[src/rtl/pkt_gen_pkg.sv]
// Shared types, sizes and the payload length clamp for the AXI4-Stream frame generator.
package pkt_gen_pkg;

  localparam int unsigned DATA_W          = 8;
  localparam int unsigned LEN_W           = 11;
  localparam int unsigned FC_W            = 16;
  localparam int unsigned HDR_IDX_W       = 4;
  localparam int unsigned HDR_LEN         = 14;
  localparam int unsigned DEF_MIN_PAYLOAD = 46;
  localparam int unsigned DEF_MAX_PAYLOAD = 1500;

  typedef enum logic [1:0] {
    ST_IDLE,
    ST_HDR,
    ST_PAYLOAD,
    ST_GAP
  } state_e;

  // Limit a requested payload length to the range [lo, hi].
  function automatic logic [LEN_W-1:0] clamp_len(input logic [LEN_W-1:0] len,
                                                 input int unsigned lo,
                                                 input int unsigned hi);
    logic [LEN_W-1:0] res;
    res = len;
    if (32'(len) < lo) begin
      res = LEN_W'(lo);
    end else if (32'(len) > hi) begin
      res = LEN_W'(hi);
    end
    return res;
  endfunction

endpackage

[src/rtl/pkt_gen_hdr_sel.sv]
// Header byte lookup: maps a header byte index (0..13) to DA, SA or length-field bytes.
module pkt_gen_hdr_sel
  import pkt_gen_pkg::*;
#(
  parameter logic [47:0] DST_MAC = 48'hFFFF_FFFF_FFFF,
  parameter logic [47:0] SRC_MAC = 48'h000A_3501_0203
) (
  input  logic [HDR_IDX_W-1:0] idx,
  input  logic [LEN_W-1:0]     len,
  output logic [DATA_W-1:0]    hdr_byte_c
);

  logic [8*HDR_LEN-1:0] hdr_vec;

  // Header laid out MSB first so byte i sits at the top minus i bytes.
  assign hdr_vec = {DST_MAC, SRC_MAC, 16'(len)};

  // Select the indexed byte; out-of-range indices read as zero.
  always_comb begin
    hdr_byte_c = '0;
    for (int unsigned i = 0; i < HDR_LEN; i++) begin
      if (idx == HDR_IDX_W'(i)) begin
        hdr_byte_c = hdr_vec[8*(HDR_LEN-1-i) +: 8];
      end
    end
  end

endmodule

[src/rtl/axi4_st_pkt_gen.sv]
// Registered AXI4-Stream Ethernet frame generator: header + counting payload, bursts or continuous.
module axi4_st_pkt_gen
  import pkt_gen_pkg::*;
#(
  parameter logic [47:0] DST_MAC     = 48'hFFFF_FFFF_FFFF,
  parameter logic [47:0] SRC_MAC     = 48'h000A_3501_0203,
  parameter int unsigned IFG_CYCLES  = 12,
  parameter int unsigned MIN_PAYLOAD = DEF_MIN_PAYLOAD,
  parameter int unsigned MAX_PAYLOAD = DEF_MAX_PAYLOAD
) (
  input  logic              clk,
  input  logic              rst_n,
  input  logic              start,
  input  logic              stop,
  input  logic [FC_W-1:0]   frame_count,
  input  logic [LEN_W-1:0]  payload_len,
  output logic              busy,
  output logic [FC_W-1:0]   frames_sent,
  output logic [DATA_W-1:0] tdata,
  output logic              tvalid,
  output logic              tlast,
  output logic              tuser,
  input  logic              tready
);

  localparam int unsigned GAP_W = (IFG_CYCLES > 1) ? $clog2(IFG_CYCLES) : 1;
  localparam logic [HDR_IDX_W-1:0] HDR_LAST = HDR_IDX_W'(HDR_LEN - 1);
  localparam logic [GAP_W-1:0]     GAP_LAST = GAP_W'(IFG_CYCLES - 1);

  state_e                state_q, state_d;
  logic [HDR_IDX_W-1:0]  hdr_idx_q, hdr_idx_d;
  logic [LEN_W-1:0]      pay_idx_q, pay_idx_d;
  logic [GAP_W-1:0]      gap_cnt_q, gap_cnt_d;
  logic [LEN_W-1:0]      len_q, len_d;
  logic [FC_W-1:0]       fc_q, fc_d;
  logic [FC_W-1:0]       frames_sent_q, frames_sent_d;
  logic                  stop_req_q, stop_req_d;
  logic [DATA_W-1:0]     tdata_q, tdata_d;
  logic                  tvalid_q, tvalid_d;
  logic                  tlast_q, tlast_d;
  logic                  tuser_q, tuser_d;
  logic                  busy_q, busy_d;

  logic [HDR_IDX_W-1:0]  hdr_sel_idx_c;
  logic [DATA_W-1:0]     hdr_byte_c;
  logic                  beat_done_c;

  assign beat_done_c   = tvalid_q & tready;
  // Look ahead to the header byte that will be presented after the current one.
  assign hdr_sel_idx_c = (state_q == ST_HDR) ? hdr_idx_q + HDR_IDX_W'(1) : '0;

  pkt_gen_hdr_sel #(
    .DST_MAC (DST_MAC),
    .SRC_MAC (SRC_MAC)
  ) u_hdr_sel (
    .idx        (hdr_sel_idx_c),
    .len        (len_q),
    .hdr_byte_c (hdr_byte_c)
  );

  // Next-state and next-beat logic; output flops load the beat that follows each transfer.
  always_comb begin
    state_d       = state_q;
    hdr_idx_d     = hdr_idx_q;
    pay_idx_d     = pay_idx_q;
    gap_cnt_d     = gap_cnt_q;
    len_d         = len_q;
    fc_d          = fc_q;
    frames_sent_d = frames_sent_q;
    stop_req_d    = stop_req_q;
    tdata_d       = tdata_q;
    tvalid_d      = tvalid_q;
    tlast_d       = tlast_q;
    tuser_d       = 1'b0;
    busy_d        = busy_q;

    case (state_q)
      ST_IDLE: begin
        if (start) begin
          len_d         = clamp_len(payload_len, MIN_PAYLOAD, MAX_PAYLOAD);
          fc_d          = frame_count;
          frames_sent_d = '0;
          stop_req_d    = 1'b0;
          state_d       = ST_HDR;
          hdr_idx_d     = '0;
          tvalid_d      = 1'b1;
          tdata_d       = hdr_byte_c;
          tlast_d       = 1'b0;
        end
      end

      ST_HDR: begin
        stop_req_d = stop_req_q | stop;
        if (beat_done_c) begin
          if (hdr_idx_q == HDR_LAST) begin
            state_d   = ST_PAYLOAD;
            pay_idx_d = '0;
            tdata_d   = frames_sent_q[DATA_W-1:0];
            tlast_d   = (len_q == LEN_W'(1));
          end else begin
            hdr_idx_d = hdr_idx_q + HDR_IDX_W'(1);
            tdata_d   = hdr_byte_c;
          end
        end
      end

      ST_PAYLOAD: begin
        stop_req_d = stop_req_q | stop;
        if (beat_done_c) begin
          if (tlast_q) begin
            frames_sent_d = frames_sent_q + FC_W'(1);
            state_d       = ST_GAP;
            gap_cnt_d     = '0;
            tvalid_d      = 1'b0;
            tlast_d       = 1'b0;
            tdata_d       = '0;
          end else begin
            pay_idx_d = pay_idx_q + LEN_W'(1);
            tdata_d   = frames_sent_q[DATA_W-1:0] + pay_idx_d[DATA_W-1:0];
            tlast_d   = (pay_idx_d == len_q - LEN_W'(1));
          end
        end
      end

      ST_GAP: begin
        stop_req_d = stop_req_q | stop;
        if (gap_cnt_q == GAP_LAST) begin
          if (stop_req_d || ((fc_q != '0) && (frames_sent_q == fc_q))) begin
            state_d = ST_IDLE;
          end else begin
            state_d   = ST_HDR;
            hdr_idx_d = '0;
            tvalid_d  = 1'b1;
            tdata_d   = hdr_byte_c;
            tlast_d   = 1'b0;
          end
        end else begin
          gap_cnt_d = gap_cnt_q + GAP_W'(1);
        end
      end

      default: begin
        state_d = ST_IDLE;
      end
    endcase

    busy_d = (state_d != ST_IDLE);
  end

  // State and output registers.
  always_ff @(posedge clk or negedge rst_n) begin
    if (!rst_n) begin
      state_q       <= ST_IDLE;
      hdr_idx_q     <= '0;
      pay_idx_q     <= '0;
      gap_cnt_q     <= '0;
      len_q         <= '0;
      fc_q          <= '0;
      frames_sent_q <= '0;
      stop_req_q    <= 1'b0;
      tdata_q       <= '0;
      tvalid_q      <= 1'b0;
      tlast_q       <= 1'b0;
      tuser_q       <= 1'b0;
      busy_q        <= 1'b0;
    end else begin
      state_q       <= state_d;
      hdr_idx_q     <= hdr_idx_d;
      pay_idx_q     <= pay_idx_d;
      gap_cnt_q     <= gap_cnt_d;
      len_q         <= len_d;
      fc_q          <= fc_d;
      frames_sent_q <= frames_sent_d;
      stop_req_q    <= stop_req_d;
      tdata_q       <= tdata_d;
      tvalid_q      <= tvalid_d;
      tlast_q       <= tlast_d;
      tuser_q       <= tuser_d;
      busy_q        <= busy_d;
    end
  end

  assign busy        = busy_q;
  assign frames_sent = frames_sent_q;
  assign tdata       = tdata_q;
  assign tvalid      = tvalid_q;
  assign tlast       = tlast_q;
  assign tuser       = tuser_q;

endmodule
[config.mk]
export PLATFORM = sky130hd
export DESIGN_NAME = axi4_st_pkt_gen
export DESIGN_NICKNAME = d
export VERILOG_FILES = /design/src/rtl/pkt_gen_pkg.sv /design/src/rtl/pkt_gen_hdr_sel.sv /design/src/rtl/axi4_st_pkt_gen.sv
export SDC_FILE = /design/constraint.sdc
export NUM_CORES = 1
export LEC_CHECK = 0
export ABC_AREA = 1
export ABC_CLOCK_PERIOD_IN_PS = 2700
export CORE_MARGIN = 5
export CORE_UTILIZATION = 50
export CTS_BUF_LIST = sky130_fd_sc_hd__clkbuf_4
export CTS_CLUSTER_SIZE = 28
export DETAILED_ROUTE_END_ITERATION = 7
export PLACE_DENSITY_LB_ADDON = 0.1
export SLEW_MARGIN = 20
export SYNTH_ARGS = -nofsm -noshare
export SYNTH_HDL_FRONTEND = slang
export SYNTH_SLANG_ARGS = --single-unit
[constraint.sdc]
create_clock -name clk -period 2.7 [get_ports clk]
set_input_delay 0.405 -clock clk [delete_from_list [all_inputs] [get_ports clk]]
set_output_delay 0.405 -clock clk [all_outputs]
set_load 0.02 [all_outputs]
---- After elaboration in Yosys (flattened, before gate mapping) ----
Cells that the tools add are included.
storage, ports and cells
  register bits ........................... 76
  bits of input ports ..................... 32
  output and inout bits ................... 28
  logic and storage cells ................. 140
cells by class
  $add $sub $neg .......................... 6
  order comparisons ....................... 2
  equal/unequal tests ..................... 31
  muxes and demuxes ....................... 67
  bitwise operators ....................... 2
  reduce and logical (&&, ||, !) cells .... 20
operator list
  operator                                                      number
  2-to-1 mux 8 bit                                              21
  2-to-1 mux 11 bit                                             6
  2-to-1 mux 16 bit                                             3
  2-to-1 mux 4 bit                                              9
  == test 4 bit (second input constant)                         8
  one-hot mux 16 bit (2 select lines)                           1
  one-hot mux 8 bit (4 select lines)                            1
  one-hot mux 11 bit (2 select lines)                           1
  inequality test 2 bit (second input constant)                 9
  AND reduction 6 bit                                           3
  adder 16 x 1 -> 16 bit (second input constant)                1
  == test 16 bit                                                1
  == test 4 x 3 -> 1 bit (second input constant)                4
  nonzero test 16 bit                                           1
  2-to-1 mux 1 bit                                              13
  2-to-1 mux 2 bit                                              6
  one-hot mux 4 bit (3 select lines)                            1
  adder 11 x 1 -> 11 bit (second input constant)                1
  == test 11 x 1 -> 1 bit (second input constant)               1
  == test 11 bit                                                1
  > comparator 11 bit (second input constant)                   1
  less-than comparator 11 x 6 -> 1 bit (second input constant)  1
  subtractor 11 x 1 -> 11 bit (second input constant)           1
  AND reduction 5 bit                                           2
  23 further kinds                                              31

---- Logic depth before layout (Yosys ltp) ----
Gate-level depths: netlist (run 1).
  depth after elaboration ................. 20
  depth in mapped cells ................... 19
  depth with buffers taken out ............ 18

---- By module ----
From an unflattened synthesis (run 1), not the netlist that was laid out.
unflattened totals
  cells, all modules ...................... 809
  area, all modules ....................... 5,479.0 um^2
modules (own cells, without submodules)
  module           instances  cells an instance  area an instance (um^2)  sequential area each (um^2)
  axi4_st_pkt_gen  1          764                5,291.3                  1,901.8
  pkt_gen_hdr_sel  1          45                 187.7                    0.0

---- Worst setup path after synthesis (run 1) ----
OpenSTA, ideal clock, no wires.
  path kind ............................... register to register
  start ................................... register pay_idx_q[1]
  end ..................................... register tdata_q[5], in the netlist tdata[5]
  data arrival time ....................... 2.186 ns
  required time ........................... 2.629 ns
  setup slack ............................. 0.443 ns
  cell stages (with the launch flop) ...... 16
  buffers on the path ..................... 0
  period minus slack after synthesis ...... 2.257 ns
  path through ............................ dfrtp_1 > ha_1 > nand3_1 > inv_1 > nand2_1 > nand2_1 > inv_1 > ha_1 > nand2_1 > or2_2 > nand3_1 > nor2_1 > nand3b_1 > a21oi_1 > nor2_1 > nor2_1
between the ends
  word-level cells in the longest chain between the ends .. 5
ends and longest elaborated chain
  item                                line                    RTL
  start, declared                     axi4_st_pkt_gen.sv:32   logic [LEN_W-1:0] pay_idx_q, pay_idx_d;
  start signal, assigned              axi4_st_pkt_gen.sv:169  pay_idx_q <= pay_idx_d;
  adder 11 x 1 -> 11 bit              axi4_st_pkt_gen.sv:118  pay_idx_d = pay_idx_q + LEN_W'(1);
  adder 8 bit                         axi4_st_pkt_gen.sv:119  tdata_d = frames_sent_q[DATA_W-1:0] + pay_idx_d[DATA_W-1:0];
  2-to-1 mux 8 bit                    axi4_st_pkt_gen.sv:110  if (tlast_q) begin
  2-to-1 mux 8 bit                    axi4_st_pkt_gen.sv:109  if (beat_done_c) begin
  one-hot mux 8 bit (4 select lines)  axi4_st_pkt_gen.sv:77   case (state_q)
  end signal, assigned                axi4_st_pkt_gen.sv:175  tdata_q <= tdata_d;
  end, declared                       axi4_st_pkt_gen.sv:38   logic [DATA_W-1:0] tdata_q, tdata_d;
No other way between the ends. The select of a mux whose other input is x is not followed.
A chain may end at the register's enable or synchronous reset.

---- Final worst setup path (run 1) ----
  start ................................... register pay_idx_q[0]
  end ..................................... register tdata_q[5], in the netlist tdata[5]
Same word-level chain as after synthesis.

==> results.md, run 1 <==
* I/O Pins at 60
* Post-Synthesis Cell Area at 5400 um^2
* Met1 WL at 6680 um
* Slew HR at 0.520
* Initial antenna violation count at 0
* Synth Instances at 812
* Initial drt markers at 346
* Outcome: complete, but fails checks
* Clock skew at 0.0132 ns
* Grt total ovfl at 0
* Critical path capture point type: flop
* Post-synthesis mux area share at 0
* Via density at 5.35
* Count of cell types in the netlist at 42
* Max FO, Critical Path at 6
* Number of global-route vias before repair at 5287
* Final setup fails at 0
* Synthesized flop and latch total at 76
* Post-Place Cells at 1004
* Die Area at 13000 um^2
* Initial core utilization at 0.504
* TritonCTS clock tree: built
* Mean Syn Cell Area at 6.64 um^2
* Complex-gate fraction of the synthesized area at 0.117
* Fin. max-slew vios at 0
* Sequential share of the synthesized area at 0.353
* WL met2 at between 6000 and 7000 um
* H-tree depth at 3
* Cell Pwr Density at between 700 and 800 nW/um^2
* Met3 wire len at between 600 and 700 um
* Ant diodes at 0
* Vias at 5454
* P_leak at 0.00306 uW
* Tcrit/Tclk final at 0.892
* GRT Overall Usage at 0.236
* WP data required at 3.10 ns
* CTS clk-pin slew, worst paths at 0.14 ns
* Post-synthesis simple-gate area fraction at 0.367
* FF/Latch Area at 1900 um^2
* Adder-cell share of the synthesized area at 0.0455
* Critical Path AT at between 2 and 3 ns
* Startpoint type of the worst setup path: flop
* Achievable Freq at 415 MHz
* Worst setup margin at between 0.2 and 0.3 ns
* Dpl ws at 0.170 ns
* Critical path class: flop to flop
* HPWL after DPL at 11100 um
* Max incr delay on CP at about 0.43 ns
* Drt pass-1 iters at 5
* Total wire length at 14500 um
* Nets at 926
* DR top layer: met4
* Syn Nets at approximately 860
* Skew-Pair Late Insertion Delay at around 0.45 ns
* Multi-input logic area at between 2000 and 3000 um^2
* GPL Wtd Cong at 0.907
* Slowest cell on crit path: dfrtp_1
* Fin crit period at 2.41 ns
* Hold Violations, Final at 43
* Maximum vdd drop at ~390 uV
* Hold_ws at -0.0298 ns
* Drt drc at 0
* Largest net degree at the start of global routing at 77
* Failing checks: hold timing
* CTS Sinks at 76
* HP Class: input pin to asynchronous set/reset pin
* Area contributors post-synth: dfrtp_1 (35%), nand2_1 (17%), inv_1 (7.8%), nor2_1 (5.7%), nand3_1 (5.5%)
* Setup TNS at 0 ns
* Die span in x at approximately 110 um
* FP Rows at 38
* First-pass GRT wire length at 24600 um
* CTS Buf Count at 9
* Final Util at 0.587
* Layout cells sized above 1 at 0.0682
* Max-Cap Viols at 0
* Syn-to-layout area delta at 16.5%
* Worst Tran Pin Value at just over 0.7 ns
* CP Cell Sequence: ha_4 -> nand3_1 -> inv_1 -> nand2_1 -> nand2_1 -> inv_1 -> ha_1 -> nand2_1 -> or2_2 -> nand3_1 -> nor2_1 -> nand3b_1 -> a21oi_1 -> nor2_1 -> nor2_1
* Root Driver: clkbuf_4
* Synth warn at 0
* Filler Cell Count at between 1000 and 1500
* Area of the core at 10700 um^2
* Post-route insts no fill at 1020
* Vert. Die Dim at 114 um
* Final ANT Viol Nets at 0
* Post-CTS Setup Bufs at 0
* Clock buffer depth at 2
* Main combinational cell family by area after synthesis: simple AND/OR/NAND/NOR gates
* Cell taking the most area after synthesis: dfrtp_1
* Port bufs at slightly below 60
* Post-DR wirelength/cell at roughly 14 um
* RSZ-0062 raised after global routing: no
* Worst r2r path cells at 15
* Post-Synth XOR/XNOR Area at 0.0179
* Area fraction of the dominant cell type after synthesis at 0.353
cells in the mapped netlist:
master / instances
nand2_1: 247
inv_1: 112
nor2_1: 82
dfrtp_1: 76
nand3_1: 59
o21ai_0: 57
nand4_1: 30
a21oi_1: 27
ha_1: 18
nor3_1: 11
o22ai_1: 11
xor2_1: 8
inv_2: 6
o21ai_1: 6
or2_2: 6
clkbuf_1: 5
nor2_2: 5
buf_2: 4
buf_4: 4
a22oi_1: 3
clkinv_1: 3
nand2_2: 3
nor2_4: 3
o211ai_1: 3
xnor2_1: 3
a21oi_2: 2
nand3_2: 2
o31ai_1: 2
a211oi_1: 1
a21boi_0: 1
a22o_1: 1
buf_6: 1
conb_1: 1
fa_1: 1
inv_4: 1
nand2_4: 1
nand3b_1: 1
nor3_2: 1
nor3_4: 1
nor4_1: 1
nor4_2: 1
o21ai_2: 1
metal layers:
layer  GRT usage  vias up
met1       0.309     2539
met2       0.389      142
met3      0.0340       29
li1            -     2744
met5           0        -
met4       0.102        0
report_power, final:
group	total, uW	switching (uW)	leakage [uW]	internal, uW
clock network	723	449	0.0000593	275
registers	1780	305	0.000959	1470
logic	2260	1450	0.00204	811
final cells by class:
| type | count | share of cell area |
|---|---|---|
| timing repair buffer | 66 | 0.102 |
| sequential | 76 | 0.303 |
| multi-input combinational | 600 | 0.472 |
| clock inverter | 7 | 0.0108 |
| clock buffer | 9 | 0.0108 |
| tap | 140 | 0.0279 |
| inverter | 122 | 0.0733 |
worst max-delay path: cells and delay by family, from the launching register on:
kind / cells / cell delay, ns
flip-flops: 1 / 0.43
AND/OR/NAND/NOR: 10 / 1.08
AO/OA/AOI/OAI: 1 / 0.14
adder cells (fa/ha/maj): 2 / 0.54
buffers and inverters: 2 / 0.16
timing repair:
item / CTS / global route
setup endpoints to repair: 0 / 3
resized for setup: 0 / 5
hold buffers: 0 / 0
hold endpoints to repair: 0 / 0
sequential cells by signal, summed over array words and instances, names as in the netlist:
| register | count |
|---|---|
| state_q | 2 |
| busy | 1 |
| pay_idx_q | 11 |
| tvalid | 1 |
| frames_sent | 16 |
| tlast | 1 |
| stop_req_q | 1 |
| tdata | 8 |
| len_q | 11 |
| gap_cnt_q | 4 |
| fc_q | 16 |
| hdr_idx_q | 4 |
path summary, 6_finish.rpt:
kind / end / slack [ns] / startpoint
setup / recovery: tdata[5]$_DFFE_PN0P_ / 0.29 / pay_idx_q[0]$_DFFE_PN0P_
hold / removal: pay_idx_q[10]$_DFFE_PN0P_ / -0.03 / rst_n
min in group clk: fc_q[14]$_DFFE_PN0P_ / 0.50 / frame_count[14]
max in group asynchronous: pay_idx_q[2]$_DFFE_PN0P_ / 2.23 / rst_n
hold reg to reg: tdata[0]$_DFFE_PN0P_ / 0.51 / tdata[0]$_DFFE_PN0P_
setup reg to reg: tdata[5]$_DFFE_PN0P_ / 0.29 / pay_idx_q[0]$_DFFE_PN0P_
cell usage in the layout (no fill, tap or decap), drive strengths merged:
| master | n |
|---|---|
| a211oi | 1 |
| a21boi | 1 |
| a21oi | 29 |
| a22o | 1 |
| a22oi | 3 |
| buf | 9 |
| bufinv | 1 |
| clkbuf | 9 |
| clkdlybuf4s50 | 57 |
| clkinv | 5 |
| clkinvlp | 4 |
| conb | 1 |
| dfrtp | 76 |
| fa | 1 |
| ha | 18 |
| inv | 119 |
| nand2 | 251 |
| nand3 | 61 |
| nand3b | 1 |
| nand4 | 30 |
| nor2 | 90 |
| nor3 | 13 |
| nor4 | 2 |
| o211ai | 3 |
| o21ai | 64 |
| o22ai | 11 |
| o31ai | 2 |
| or2 | 6 |
| xnor2 | 3 |
| xor2 | 8 |
metrics by stage:
stage	cell area (um^2)	power [uW]
floorplan	5400	3360
global placement	6130	4000
detailed placement	6130	4050
CTS	6260	4780
global route	6280	5200
finish	6280	4760
kinds of logic (layout without fill, tap and decap cells):
kind of cell,Yosys count,in the layout
fa+ha+maj,19,19
buf+inv,136,204
simple gates,454,454
xor+xnor,11,11
compound gates,115,115
flops,76,76
other cells,1,1
Power figures use the tool's default switching activity.
==> inputs of run 2 (changes only) <==
Settings changed: GPL_TIMING_DRIVEN set to 0.
==> run 2 against run 1 <==
The run now ends clean. Clock skew rose by 0.0070 ns. Wire length rose by 1.2%. Worst hold slack improved by 0.44 ns. Sequential share of layout area fell by 0.80 points. Die area did not move. Worst setup slack got worse by 0.11 ns. Design area rose by 2.6%. Final cell count rose by 1.1%. Combinational power rose by 2%. Critical path depth fell by 1. Critical path type unchanged.
==> results.md, run 2 (synthesis gave the netlist of run 1 again) <==
* Worst path top cell family by delay: simple AND/OR/NAND/NOR gates (unchanged)
* Post-route insts no fill at 1031 (was 1020)
* Clock skew at 0.0202 ns (was 0.0132 ns)
* Max FO, Critical Path at 10 (was 6)
* Outcome: finished clean (was complete, but fails checks)
* Ant diodes at 0 (unchanged)
* Critical Path AT at 2.89 ns (was 2.81 ns)
* Sequential Power Share at 0.356 (was 0.373)
* Commonest non-fill, non-tap cell in the layout: nand2_1 (unchanged)
* WP data required at 3.08 ns (was 3.10 ns)
* Syn-to-layout area delta at 19.6% (was 16.5%)
* Crit path buf inv count at 2 (unchanged)
* Switching power at 2200 uW (about the same)
* TritonCTS clock tree: built (unchanged)
* Root Driver: clkbuf_4 (unchanged)
* Port bufs at 58 (unchanged)
* Initial antenna violation count at 0 (unchanged)
* Largest net degree at the start of global routing at 48 (was 77)
* First-pass GRT wire length at 24900 um (was 24600 um)
* Clock buffer depth at 2 (unchanged)
* HP Class: input pin to asynchronous set/reset pin (unchanged)
* Grt total ovfl at 0 (unchanged)
* Filler Cell Count at 1044 (was 1098)
* Tcrit/Tclk final at 0.932 (was 0.892)
* I/O Pins at 60 (unchanged)
* P_leak at 0.00314 uW (was 0.00306 uW)
* Int Pwr at 2790 uW (was 2560 uW)
* Max-Cap Viols at 0 (unchanged)
* Via density at 5.33 (was 5.35)
* CTS Buf Count at 9 (unchanged)
* Total wire length at 14700 um (was 14500 um)
* Logic pwr share at 0.461 (was 0.475)
* Hold Violations, Final at 0 (was 43)
* FF/Latch Area at 1900 um^2 (about the same)
* FP Rows at 38 (unchanged)
* Die Area at 13000 um^2 (unchanged)
* CTS clk-pin slew, worst paths at 0.14 ns (about the same)
* Commonest cells after routing, fill and taps aside: nand2_1 (245), inv_1 (112), nor2_1 (80), dfrtp_1 (75), nand3_1 (58) (was nand2_1 (247), inv_1 (112), nor2_1 (81), dfrtp_1 (74), nand3_1 (59))
* Initial drt markers at 355 (was 346)
* HPWL after DPL at 11500 um (was 11100 um)
* Slowest cell on crit path: dfrtp_1 (unchanged)
* Final ANT Viol Nets at 0 (unchanged)
* Multi-input logic area at 3010 um^2 (was 2970 um^2)
* Vert. Die Dim at 114 um (unchanged)
* Maximum vdd drop at 411 uV (was 386 uV)
* Drt pass-1 iters at 5 (unchanged)
* Nets at 937 (was 926)
* Die span in x at 114 um (unchanged)
* Post-DR wirelength/cell at 14.3 um (was 14.2 um)
* Number of global-route vias before repair at 5301 (was 5287)
* Area of the core at 10700 um^2 (unchanged)
* Startpoint type of the worst setup path: flop (unchanged)
* Clock power frac at 0.183 (was 0.152)
* H-tree depth at 3 (unchanged)
* Vias at 5493 (was 5454)
* Fin. max-slew vios at 0 (unchanged)
* CTS Sinks at 76 (unchanged)
* GRT Overall Usage at 0.238 (was 0.236)
* Post-Place Cells at 1011 (was 1004)
* CP Cell Sequence: buf_4 -> buf_2 -> nand3_1 -> nand2_1 -> nand2_1 -> ha_1 -> nand2_1 -> or2_2 -> nand3_1 -> nor2_1 -> nand3b_1 -> a21oi_1 -> nor2_1 -> nor2_1 (was ha_4 -> nand3_1 -> inv_1 -> nand2_1 -> nand2_1 -> inv_1 -> ha_1 -> nand2_1 -> or2_2 -> nand3_1 -> nor2_1 -> nand3b_1 -> a21oi_1 -> nor2_1 -> nor2_1)
* Switching share of power at 0.441 (was 0.463)
* Critical path class: flop to flop (unchanged)
* Setup TNS at 0 ns (unchanged)
* Hold_ws at 0.412 ns (was -0.0298 ns)
* Total power at 4990 uW (was 4760 uW)
* Initial core utilization at 0.504 (unchanged)
* Layout cells sized above 1 at 0.0808 (was 0.0682)
* Drt drc at 0 (unchanged)
* Critical path capture point type: flop (unchanged)
* Cell Pwr Density at 773 nW/um^2 (was 758 nW/um^2)
* Achievable Freq at 398 MHz (was 415 MHz)
* Final setup fails at 0 (unchanged)
* Worst Tran Pin Value at 0.660 ns (was 0.720 ns)
* Skew-Pair Late Insertion Delay at 0.45 ns (about the same)
* Max incr delay on CP at 0.40 ns (was 0.43 ns)
* GPL Wtd Cong at 0.946 (was 0.907)
* Fin crit period at 2.52 ns (was 2.41 ns)
* Slew HR at 0.560 (was 0.520)
==> run 2: what timing repair did <==
item,4_1_cts,5_1_grt
endpoints found under the setup margin,3,4
hold buffers,1,0
pin swaps,0,1
resized for setup,3,8
buffers inserted,0,3
hold endpoints to repair,29,0
cloned,0,0
==> run 2: power groups by stage <==
stage          clock (uW)  combinational, uW  sequential, uW
3_5_place_dp            0               2280            1790
6_report              912               2300            1770
4_1_cts               927               2290            1770
5_1_grt               963               2630            1820
2_1_floorplan           0               1580            1780
3_3_place_gp            0               2230            1780
==> run 2: layer usage <==
| metal | track usage | wire length, um | vias to the layer above |
|---|---|---|---|
| met5 | 0 | 0 | - |
| li1 | - | - | 2769 |
| met1 | 0.321 | 6680 | 2559 |
| met2 | 0.397 | 7080 | 146 |
| met4 | 0.0776 | 233 | 0 |
| met3 | 0.0313 | 717 | 19 |
==> run 2: cell type report <==
class | count | share of cell area
Buffer | 14 | 0.0124
Clock buffer | 11 | 0.0128
Clock inverter | 5 | 0.0155
Inverter | 122 | 0.0714
Multi-Input combinational cell | 600 | 0.467
Sequential cell | 76 | 0.295
Tap cell | 140 | 0.0272
Timing Repair Buffer | 63 | 0.0989
==> run 2: path summary, 6_finish.rpt <==
kind,endpoint,depth (start not counted),start,slack (ns)
max reg2reg,tdata[5]$_DFFE_PN0P_,14,pay_idx_q[0]$_DFFE_PN0P_,0.18
min reg2reg,tdata[0]$_DFFE_PN0P_,2,tdata[0]$_DFFE_PN0P_,0.52
max in group asynchronous,frames_sent[11]$_DFFE_PN0P_,3,rst_n,1.69
min,len_q[6]$_DFFE_PN0P_,2,rst_n,0.41
min in group clk,tdata[0]$_DFFE_PN0P_,2,tdata[0]$_DFFE_PN0P_,0.52
max,tdata[5]$_DFFE_PN0P_,14,pay_idx_q[0]$_DFFE_PN0P_,0.18
==> run 2: per-stage QoR <==
step	util	worst slack (ns)	cell area (um^2)
after global placement	0.575	-1.53	6150
final	0.603	0.184	6450
after detailed placement	0.577	-0.0922	6180
after global routing	0.603	-0.00956	6450
after floorplan	-	0.443	5400
after CTS	0.597	0.0744	6390
